`src/rtl/clk_div_bank.sv`:
```
// Bank of NCH runtime-programmable clock dividers sharing one source clock.
// Each channel gives a 50%-duty divided clock (even or odd ratio) and a period-start tick.
module clk_div_bank #(
   parameter int NCH     = 4,
   parameter int DW      = 8,
   parameter int DEF_DIV = 2
) (
   input  logic              clk,
   input  logic              rst,
   input  logic [NCH-1:0]    en,
   input  logic [NCH*DW-1:0] cfg_div,
   input  logic              cfg_valid,
   output logic              cfg_ready,
   input  logic              sync,
   output logic [NCH-1:0]    clk_out,
   output logic [NCH-1:0]    tick
);

   // Ratios below 2 cannot produce a clock, so they are clamped to 2.
   function automatic logic [DW-1:0] fix_ratio(input logic [DW-1:0] r);
      return (r < DW'(2)) ? DW'(2) : r;
   endfunction

   // High-phase length ceil(n/2); one extra bit so the maximum ratio cannot overflow.
   function automatic logic [DW:0] half_up(input logic [DW-1:0] n);
      logic [DW:0] t;
      t = {1'b0, n} + {{DW{1'b0}}, 1'b1};
      return t >> 1;
   endfunction

   logic [NCH-1:0] pend;
   logic           xfer;

   assign cfg_ready = ~|pend;
   assign xfer      = cfg_valid & cfg_ready;

   for (genvar i = 0; i < NCH; i++) begin : g_ch
      logic          run;
      logic [DW-1:0] cnt;
      logic [DW-1:0] n_act;
      logic [DW-1:0] p_rat;
      logic          pend_r;
      logic          pos;
      logic          neg;
      logic          tk;
      logic [DW-1:0] fld;
      logic [DW-1:0] p_eff;
      logic          pend_eff;
      logic [DW-1:0] cnt_inc;
      logic [DW:0]   h;
      logic          wrap;

      assign fld      = fix_ratio(cfg_div[i*DW +: DW]);
      assign pend_eff = xfer | pend_r;
      assign p_eff    = xfer ? fld : p_rat;
      assign cnt_inc  = cnt + DW'(1);
      assign h        = half_up(n_act);
      assign wrap     = (cnt == n_act - DW'(1));

      always_ff @(posedge clk or negedge rst) begin
         if (!rst) begin
            run    <= 1'b0;
            cnt    <= '0;
            n_act  <= DW'(DEF_DIV);
            p_rat  <= DW'(DEF_DIV);
            pend_r <= 1'b0;
            pos    <= 1'b0;
            tk     <= 1'b0;
         end else begin
            if (xfer)
               p_rat <= fld;
            if (!run) begin
               // Idle channels take a new ratio immediately; there is no period to protect.
               cnt    <= '0;
               pend_r <= 1'b0;
               if (pend_eff)
                  n_act <= p_eff;
               run <= en[i];
               pos <= en[i];
               tk  <= en[i];
            end else if (sync) begin
               cnt    <= '0;
               pos    <= 1'b1;
               tk     <= 1'b1;
               pend_r <= 1'b0;
               if (pend_eff)
                  n_act <= p_eff;
            end else if (wrap) begin
               // Period boundary: the only point where ratio changes or a stop may land.
               cnt    <= '0;
               pend_r <= 1'b0;
               if (pend_eff)
                  n_act <= p_eff;
               run <= en[i];
               pos <= en[i];
               tk  <= en[i];
            end else begin
               cnt <= cnt_inc;
               pos <= ({1'b0, cnt_inc} < h);
               tk  <= 1'b0;
               if (xfer)
                  pend_r <= 1'b1;
            end
         end
      end

      // Half-cycle delayed copy of pos trims the odd-ratio high phase to N/2.
      always_ff @(negedge clk or negedge rst) begin
         if (!rst)
            neg <= 1'b0;
         else
            neg <= pos;
      end

      assign pend[i]    = pend_r;
      assign clk_out[i] = n_act[0] ? (pos & neg) : pos;
      assign tick[i]    = tk;
   end

endmodule

```
`config.mk`:
```
export PLATFORM = sky130hd
export DESIGN_NAME = clk_div_bank
export DESIGN_NICKNAME = d
export VERILOG_FILES = /design/src/rtl/clk_div_bank.sv
export SDC_FILE = /design/constraint.sdc
export NUM_CORES = 1
export LEC_CHECK = 0
export ABC_AREA = 0
export CORE_UTILIZATION = 30
export CTS_BUF_LIST = sky130_fd_sc_hd__clkbuf_8 sky130_fd_sc_hd__clkbuf_16
export CTS_CLUSTER_SIZE = 24
export DETAILED_ROUTE_END_ITERATION = 16
export PLACE_DENSITY = 0.49
export SETUP_SLACK_MARGIN = 0.02
export SKIP_LAST_GASP = 1
export SYNTH_ARGS = -nofsm -noshare
export SYNTH_HDL_FRONTEND = slang
export SYNTH_SLANG_ARGS = --single-unit
```
`constraint.sdc`:
```
create_clock -name clk -period 6.5 [get_ports clk]
set_input_delay 1.625 -clock clk [delete_from_list [all_inputs] [get_ports clk]]
set_output_delay 1.625 -clock clk [all_outputs]
set_load 0.005 [all_outputs]
```
==> metrics, run 1 <==
status=complete, no violations; Async S/R FF share, synth=100%; global placement routability congestion=around 0.83; Cell variety after synth=between 50 and 60; Worst EP required=4880 ps; Post-DRT Antenna Nets=0; fin. max-slew vios=0; pin count of the biggest net entering global routing=58; total track usage=13.9%; Seq cells post-synth=116; total power=3.56 mW; clock slew at reported path FFs=~50 ps; CTS root buffer=clkbuf_16; reg2reg path depth=0; FF-to-FF Start=g_ch[2].pos$_DFF_PN0_; num rows=54; r2r endpoint=g_ch[2].neg$_DFF_NN0_; Routed WL per cell=14.3 µm; fin nets=802; Hold Vio Cnt, Final=0; Clock Power Share=26.5%; Initial Util=just over 30%; Clock Path Buffers=2; share of layout cells above drive strength 1=12.0%; PostCTS Resize Cnt=0; EDFF count, synth=0; Layout Cells excl Fill=1015; WL final=~15000 µm; Die Span Y=152 µm; Synth Cell Area=0.00672 mm²; CP startpoint kind=flip-flop; critical path class=flip-flop to output port; post-layout util=36.5%; top_reg_cell synth=dfrtp_1; clk_lat worst skew=420 ps; Num CTS Buffers=17; Cell Pwr Density=445 mW/mm²; global-route wire length before repair=24600 µm; initial antenna violation count=0; Core Footprint=0.0219 mm²; Die W=152 µm; CTS Hold Bufs=0; Int Power=2.22 mW; initial DRC count=297; combinational power share=37.9%; CP Cell Sequence=o21a_1 -> clkdlybuf4s50_1; Sink Count=roughly 120; buffers added on ports=48; vias in the first global route=4954; sequential-to-total area share from yosys stat=43.4%; I/O pin count=49; hold path depth=2; TritonCTS clock tree=done; Peak VDD IR=0.160 mV; crit-path max FO=1; Fin Setup TNS=0 ps; Max stage delay on crit path=roughly 500 ps; synth warn=0; vias post-DR=4861; crit end category=output port; Sw Share=between 30% and 40%; sequential share of power=a little over a third; Post-Place Cells=around 980; max_cap viols=0; Diodes inserted=0; H-tree levels=4; RSZ-0062 raised after global routing=no; final global-route overflow total=0; slew margin rel.=45.5%; LEAKAGE=3.58 nW; area delta synth->final=19.1%; crit path DAT=4650 ps; die area=0.0230 mm²; CP startpoint=g_ch[2].neg$_DFF_NN0_; skew final=22.6 ps; Switch Pwr=1.34 mW; final setup fails=0; hold_sp=g_ch[2].p_rat[5]$_DFF_PN0_; Worst path slowest cell=clkdlybuf4s50_1; Vias/cell=roughly 4.8; postcts setup bufs=0; Mean Syn Cell Area=just under 10 µm²; R2R setup slack=2670 ps; drt drc=0; Slew @ Worst Pin=809 ps; drt first pass iters=4; worst hold path type=flip-flop to flip-flop; Hold EP=g_ch[2].p_rat[5]$_DFF_PN0_; HPWL after DPL=10800 µm; syn nets=roughly 770; post-synthesis instance total=688
==> synth_stat cells, types with 2 or more instances <==
cell type | instances | area (µm²)
and3_1 | 18 | 113
nand2_1 | 110 | 413
nor2_1 | 39 | 146
a211oi_1 | 2 | 15.0
a21o_1 | 5 | 37.5
dfrtn_1 | 4 | 100
o221ai_1 | 3 | 26.3
nand2b_1 | 2 | 12.5
nor3_1 | 15 | 75.1
nand3_1 | 30 | 150
dfstp_2 | 8 | 210
a21boi_0 | 3 | 22.5
clkbuf_1 | 24 | 90.1
xor2_1 | 44 | 385
and3b_1 | 3 | 26.3
a21oi_1 | 10 | 50.1
nor3b_1 | 4 | 30.0
a31oi_4 | 3 | 63.8
a31oi_1 | 4 | 25.0
buf_1 | 2 | 7.51
dfrtp_1 | 104 | 2600
o21ai_0 | 17 | 85.1
o22a_1 | 3 | 26.3
buf_2 | 6 | 30.0
a2111oi_0 | 2 | 17.5
o41ai_1 | 5 | 43.8
a22o_1 | 5 | 43.8
nor2b_1 | 27 | 169
nand4_1 | 6 | 37.5
nor4_1 | 6 | 37.5
o21a_1 | 9 | 67.6
ha_1 | 40 | 500
mux2_2 | 32 | 360
a31o_2 | 3 | 26.3
or3_1 | 6 | 37.5
or2_2 | 3 | 18.8
a221o_1 | 2 | 20.0
xnor2_1 | 38 | 333
inv_1 | 18 | 67.6
or4_1 | 8 | 60.1
buf_4 | 4 | 30.0
==> cells in the final DEF, fill, tap and decap left out, types with 4 or more instances in the layout <==
master	n
or3_1	6
nand4_1	6
o21a_1	9
a31oi_1	4
dfstp_2	8
ha_1	40
o21ai_0	17
dfrtn_1	4
dfrtp_1	104
nor2_1	39
a21o_1	5
inv_6	7
xnor2_1	38
or4_1	8
a21oi_1	10
buf_4	5
nor2b_1	27
mux2_2	32
nor3b_1	4
o41ai_1	5
clkbuf_16	17
nand2_1	110
xor2_1	44
nand3_1	30
and3_1	18
clkdlybuf4s50_1	47
nor3_1	15
inv_1	18
nor4_1	6
a22o_1	5
==> critical path: cells and delay by family, from the launching register on <==
| family | cells | cell delay (ps) |
|---|---|---|
| AO/OA/AOI/OAI | 1 | 120 |
| flip-flops | 1 | 390 |
| buffers and inverters | 1 | 500 |
==> metal layers <==
metal	vias to the layer above	track usage [%]	part of all wire (%)
li1	2436	-	-
met1	2347	17.8	48
met2	61	22.4	48
met3	17	2.69	2.6
met4	0	6.53	2.0
met5	-	0	0
==> registers in the layout, indices dropped and copies added (netlist names) <==
signal,flops
g_ch.n_act,32
g_ch.run,4
g_ch.p_rat,32
g_ch.tk,4
g_ch.cnt,32
g_ch.pos,4
g_ch.pend_r,4
g_ch.neg,4
==> how the worst max path moves through the flow <==
stage                             to  cells after the start
after floorplan           clk_out[0]                      1
after global routing      clk_out[2]                      2
final                     clk_out[2]                      2
after CTS                 clk_out[2]                      2
after global placement    clk_out[2]                      2
after detailed placement  clk_out[2]                      2
==> power groups by stage <==
stage | registers [mW] | clock network [mW] | logic, mW
6_report | 1.27 | 0.944 | 1.35
3_3_place_gp | 1.27 | 0 | 1.33
2_1_floorplan | 1.10 | 0 | 1.17
5_1_grt | 1.31 | 1.00 | 1.54
4_1_cts | 1.27 | 0.970 | 1.37
3_5_place_dp | 1.28 | 0 | 1.36
==> metrics by stage <==
step	worst slack [ps]	cell area, µm²	hold slack, ps
2_1_floorplan	1150	6720	436
3_3_place_gp	647	7400	454
3_5_place_dp	643	7400	457
4_1_cts	201	8000	471
5_1_grt	181	8000	496
6_report	227	8000	466
==> logic make-up after synthesis <==
family,synth area share (%)
flops,43.4
xor+xnor,10.7
mux,5.37
buf+inv,3.58
simple gates,20.4
fa+ha+maj,7.45
compound gates,9.15
==> cell type report <==
class	count	area (µm²)
Fill cell	2173	13900
Clock inverter	15	170
Multi-Input combinational cell	516	3560
Timing Repair Buffer	52	508
Sequential cell	116	2910
Clock buffer	17	425
Tap cell	280	350
Inverter	19	71.3
(Power assumes the default switching activity.)
==> run 2, diff against run 1 <==
- DONT_BUFFER_PORTS: not set -> 1
- PLACE_DENSITY: 0.49 -> 0.47
==> metrics, run 2 (same netlist as run 1, synthesis figures left out) <==
crit path DAT=roughly 4200 ps; post-layout util=approximately 35%; critical path class=flip-flop to output port; Sink Count=around 120; vias post-DR=4720; max_cap viols=0; Vias/cell=4.90; Cell Pwr Density=474 mW/mm²; status=complete, no violations; die area=0.0230 mm²; Worst EP required=4880 ps; Max stage delay on crit path=380 ps; wire length on met3=roughly 530 µm; CP Cell Sequence=o21a_1; RSZ-0062 raised after global routing=no; crit-path max FO=1; Hold Vio Cnt, Final=0; slew margin rel.=28.7%; FF/Latch Area=between 0.002 and 0.003 mm²; postcts setup bufs=0; worst hold path type=flip-flop to flip-flop; Die W=152 µm; hold path depth=2; FF-to-FF Start=g_ch[1].pos$_DFF_PN0_; fin nets=751; global-route wire length before repair=between 20000 and 25000 µm; clock slew at reported path FFs=60 ps; WL final=14300 µm; buffers added on ports=0; crit end category=output port; final setup fails=0; I/O pin count=49; clk_lat worst skew=420 ps; Metal-1 WL=around 7000 µm; Critical path buffers and inverters=0; CTS root buffer=clkbuf_16; area delta synth->final=12.6%; largest registers=g_ch.cnt: 32 flops, g_ch.n_act: 32 flops, g_ch.p_rat: 32 flops; commonest non-fill, non-tap cell in the layout=nand2_1; initial DRC count=~220; Layout Cells excl Fill=964; Post-DRT Antenna Nets=0; HPWL after DPL=about 10000 µm; initial antenna violation count=0; drt drc=0; # fillers=~2200; Initial Util=30.7%; final global-route overflow total=0; CP startpoint kind=flip-flop; Fin Setup TNS=0 ps; Slew @ Worst Pin=1070 ps; H-tree levels=4; TritonCTS clock tree=done; Worst path slowest cell=dfrtn_1; Hold EP=g_ch[3].p_rat[7]$_DFF_PN0_; most frequent cells in the layout=nand2_1 (110), dfrtp_1 (104), xor2_1 (44), ha_1 (40), nor2_1 (39); CTS Hold Bufs=0; Clock Path Buffers=2; share of layout cells above drive strength 1=12.3%; num rows=54; CP delay by family, top=flip-flops; Diodes inserted=0; total track usage=13.7%; r2r endpoint=g_ch[1].neg$_DFF_NN0_; Die Span Y=152 µm; Core Footprint=0.0219 mm²; drt first pass iters=4; Post-Place Cells=932; R2R setup slack=2690 ps; reg2reg path depth=0; Routed WL per cell=14.8 µm; PostCTS Resize Cnt=0; Num CTS Buffers=17; Peak VDD IR=approximately 0.17 mV; vias in the first global route=4976; pin count of the biggest net entering global routing=117; wire length on met2=6590 µm; area of the multi-input gates=0.00356 mm²; skew final=25.9 ps; top routing layer used=met4; global placement routability congestion=between 0.8 and 0.9; hold_sp=g_ch[3].p_rat[7]$_DFF_PN0_; fin. max-slew vios=0; LEAKAGE=about 3.4 nW
==> run 2: cell types whose count changed in the layout (fill, tap and decap cells not counted), sizes merged <==
| cell | delta |
|---|---|
| inv | -3 |
| buf | -4 |
| clkdlybuf4s50 | -47 |
| clkinvlp | -2 |
| clkbuf | +3 |
| bufinv | +2 |
==> run 2: area by class of cell <==
class | count | share of cell area, %
clock inverters | 12 | 2.52
multi-input cells | 516 | 47.1
repair buffers | 1 | 0.0993
well taps | 280 | 4.63
inverters | 19 | 0.943
flip-flops and latches | 116 | 38.5
clock buffers | 20 | 6.17
==> run 2: how the worst max path moves through the flow <==
stage,startpoint,to,depth (start not counted)
CTS,g_ch[2].neg$_DFF_NN0_,clk_out[2],1
global placement,g_ch[3].neg$_DFF_NN0_,clk_out[3],1
detailed placement,g_ch[2].neg$_DFF_NN0_,clk_out[2],1
global route,g_ch[2].neg$_DFF_NN0_,clk_out[2],1
finish,g_ch[2].neg$_DFF_NN0_,clk_out[2],1
floorplan,g_ch[0].neg$_DFF_NN0_,clk_out[0],1
==> run 2: routing by layer <==
layer  global-route usage (%)  vias up
li1                         -     2331
met1                     17.6     2289
met2                     22.2       85
met3                     3.26       15
met4                     5.40        0
met5                        0        -
==> run 2: metrics by stage <==
step	area, µm²	hold WS [ps]	setup slack, ps	power [mW]
2_1_floorplan	6720	436	1150	2.28
3_3_place_gp	6900	451	1130	2.51
3_5_place_dp	6900	455	1130	2.55
4_1_cts	7560	470	701	3.63
5_1_grt	7560	495	680	3.88
6_report	7560	473	718	3.59
==> run 2: power breakdown <==
part / switching (mW) / total [mW] / leakage, nW / internal (mW)
registers: 0.284 / 1.27 / 1.42 / 0.988
clock network: 0.367 / 1.05 / 0.323 / 0.680
logic: 0.662 / 1.27 / 1.67 / 0.603
total: 1.31 / 3.59 / 3.41 / 2.27
==> run 3, diff against run 2 <==
- clock period: 6.5 -> 6.9 ns (I/O delays scaled with it)
==> metrics, run 3 (same netlist as run 1, synthesis figures left out) <==
CP startpoint=g_ch[3].neg$_DFF_NN0_; clk_lat worst skew=410 ps; I/O pin count=49; Critical path buffers and inverters=0; CP Cell Sequence=o21a_1; clock slew at reported path FFs=50 ps; skew final=22.1 ps; Initial Util=30.7%; vias in the first global route=about 4900; share of layout cells above drive strength 1=12.1%; Sink Count=~120; Num CTS Buffers=17; CP Depth=1; status=complete, no violations; Cell Pwr Density=442 mW/mm²; FF/Latch Area=between 0.002 and 0.003 mm²; drt drc=0; CP delay by family, top=flip-flops; critical path class=flip-flop to output port; LEAKAGE=3.40 nW; Die W=152 µm; total track usage=13.5%; hold_sp=g_ch[0].p_rat[7]$_DFF_PN0_; area of the multi-input gates=0.00356 mm²; Setup crit end=clk_out[3]; # fillers=2208; Fin Setup TNS=0 ps; Core Footprint=0.0219 mm²; Layout Cells excl Fill=964; Slew @ Worst Pin=between 1000 and 1500 ps; Vias/cell=4.87; total power=~3.3 mW; worst hold path type=flip-flop to flip-flop; Post-DRT Antenna Nets=0; Max stage delay on crit path=390 ps; Diodes inserted=0; commonest non-fill, non-tap cell in the layout=nand2_1; most frequent cells in the layout=nand2_1 (110), dfrtp_1 (104), xor2_1 (44), ha_1 (40), nor2_1 (39); CTS Hold Bufs=0; final global-route overflow total=0; WL final=14300 µm; global-route wire length before repair=24000 µm; Die Span Y=152 µm; Worst EP required=5180 ps; global placement routability congestion=0.828; RSZ-0062 raised after global routing=no; initial antenna violation count=0; H-tree levels=4; postcts setup bufs=0; CTS root buffer=clkbuf_16; buffers added on ports=0; r2r endpoint=g_ch[2].neg$_DFF_NN0_; crit-path max FO=1; vias post-DR=roughly 4700; largest registers=g_ch.cnt: 32 flops, g_ch.n_act: 32 flops, g_ch.p_rat: 32 flops; max_cap viols=0; Peak VDD IR=around 0.16 mV; pin count of the biggest net entering global routing=117; crit end category=output port; crit path DAT=between 4000 and 5000 ps; drt first pass iters=4; die area=between 0.02 and 0.025 mm²; R2R setup slack=2890 ps; fin. max-slew vios=0; reg2reg path depth=0; fin nets=751; Worst path slowest cell=dfrtn_1; FF-to-FF Start=g_ch[2].pos$_DFF_PN0_; Clock Path Buffers=2; initial DRC count=190; area delta synth->final=12.1%; CP startpoint kind=flip-flop; Routed WL per cell=14.8 µm; TritonCTS clock tree=done; final setup fails=0; post-layout util=34.4%; num rows=54; slew margin rel.=27.3%; HPWL after DPL=10500 µm; Hold Vio Cnt, Final=0; PostCTS Resize Cnt=0; Post-Place Cells=932
run 3: stage by stage:
stage	hold slack (ps)	setup slack [ps]	area, µm²
floorplan	436	1250	6720
global placement	452	1230	6900
global route	494	783	7530
detailed placement	459	1220	6900
CTS	474	802	7530
finish	471	823	7530
run 3: routing by layer:
layer | GRT usage [%] | wire (µm) | vias to the layer above
met5 | 0 | 0 | -
met4 | 4.31 | 159 | 0
met3 | 3.02 | 426 | 9
met2 | 22.0 | 6730 | 73
met1 | 17.6 | 6990 | 2286
li1 | - | - | 2329
run 3: final cells by class:
type	count	area share, %
multi-input cells	516	47.3
flip-flops and latches	116	38.7
clock buffers	18	5.83
well taps	280	4.65
clock inverters	14	2.46
inverters	19	0.947
repair buffers	1	0.0997
run 3: worst min-delay path by stage:
stage	end	slack, ps	cells past startpoint
6_report	g_ch[0].p_rat[7]$_DFF_PN0_	470	2
5_1_grt	g_ch[3].p_rat[2]$_DFF_PN0_	490	2
4_1_cts	g_ch[1].p_rat[7]$_DFF_PN0_	470	2
3_5_place_dp	g_ch[3].p_rat[7]$_DFF_PN0_	460	2
3_3_place_gp	g_ch[1].p_rat[7]$_DFF_PN0_	450	2
2_1_floorplan	g_ch[0].p_rat[2]$_DFF_PN0_	440	2
run 3: report_power, final:
group | internal (mW) | switching (mW)
sequential | 0.931 | 0.273
combinational | 0.568 | 0.623
clock | 0.611 | 0.324
total | 2.11 | 1.22
run 3: worst min-delay path: stages (launching register included):
cell and delay, ps:
dfrtp_1 320, nand2_1 40, nand2_1 70
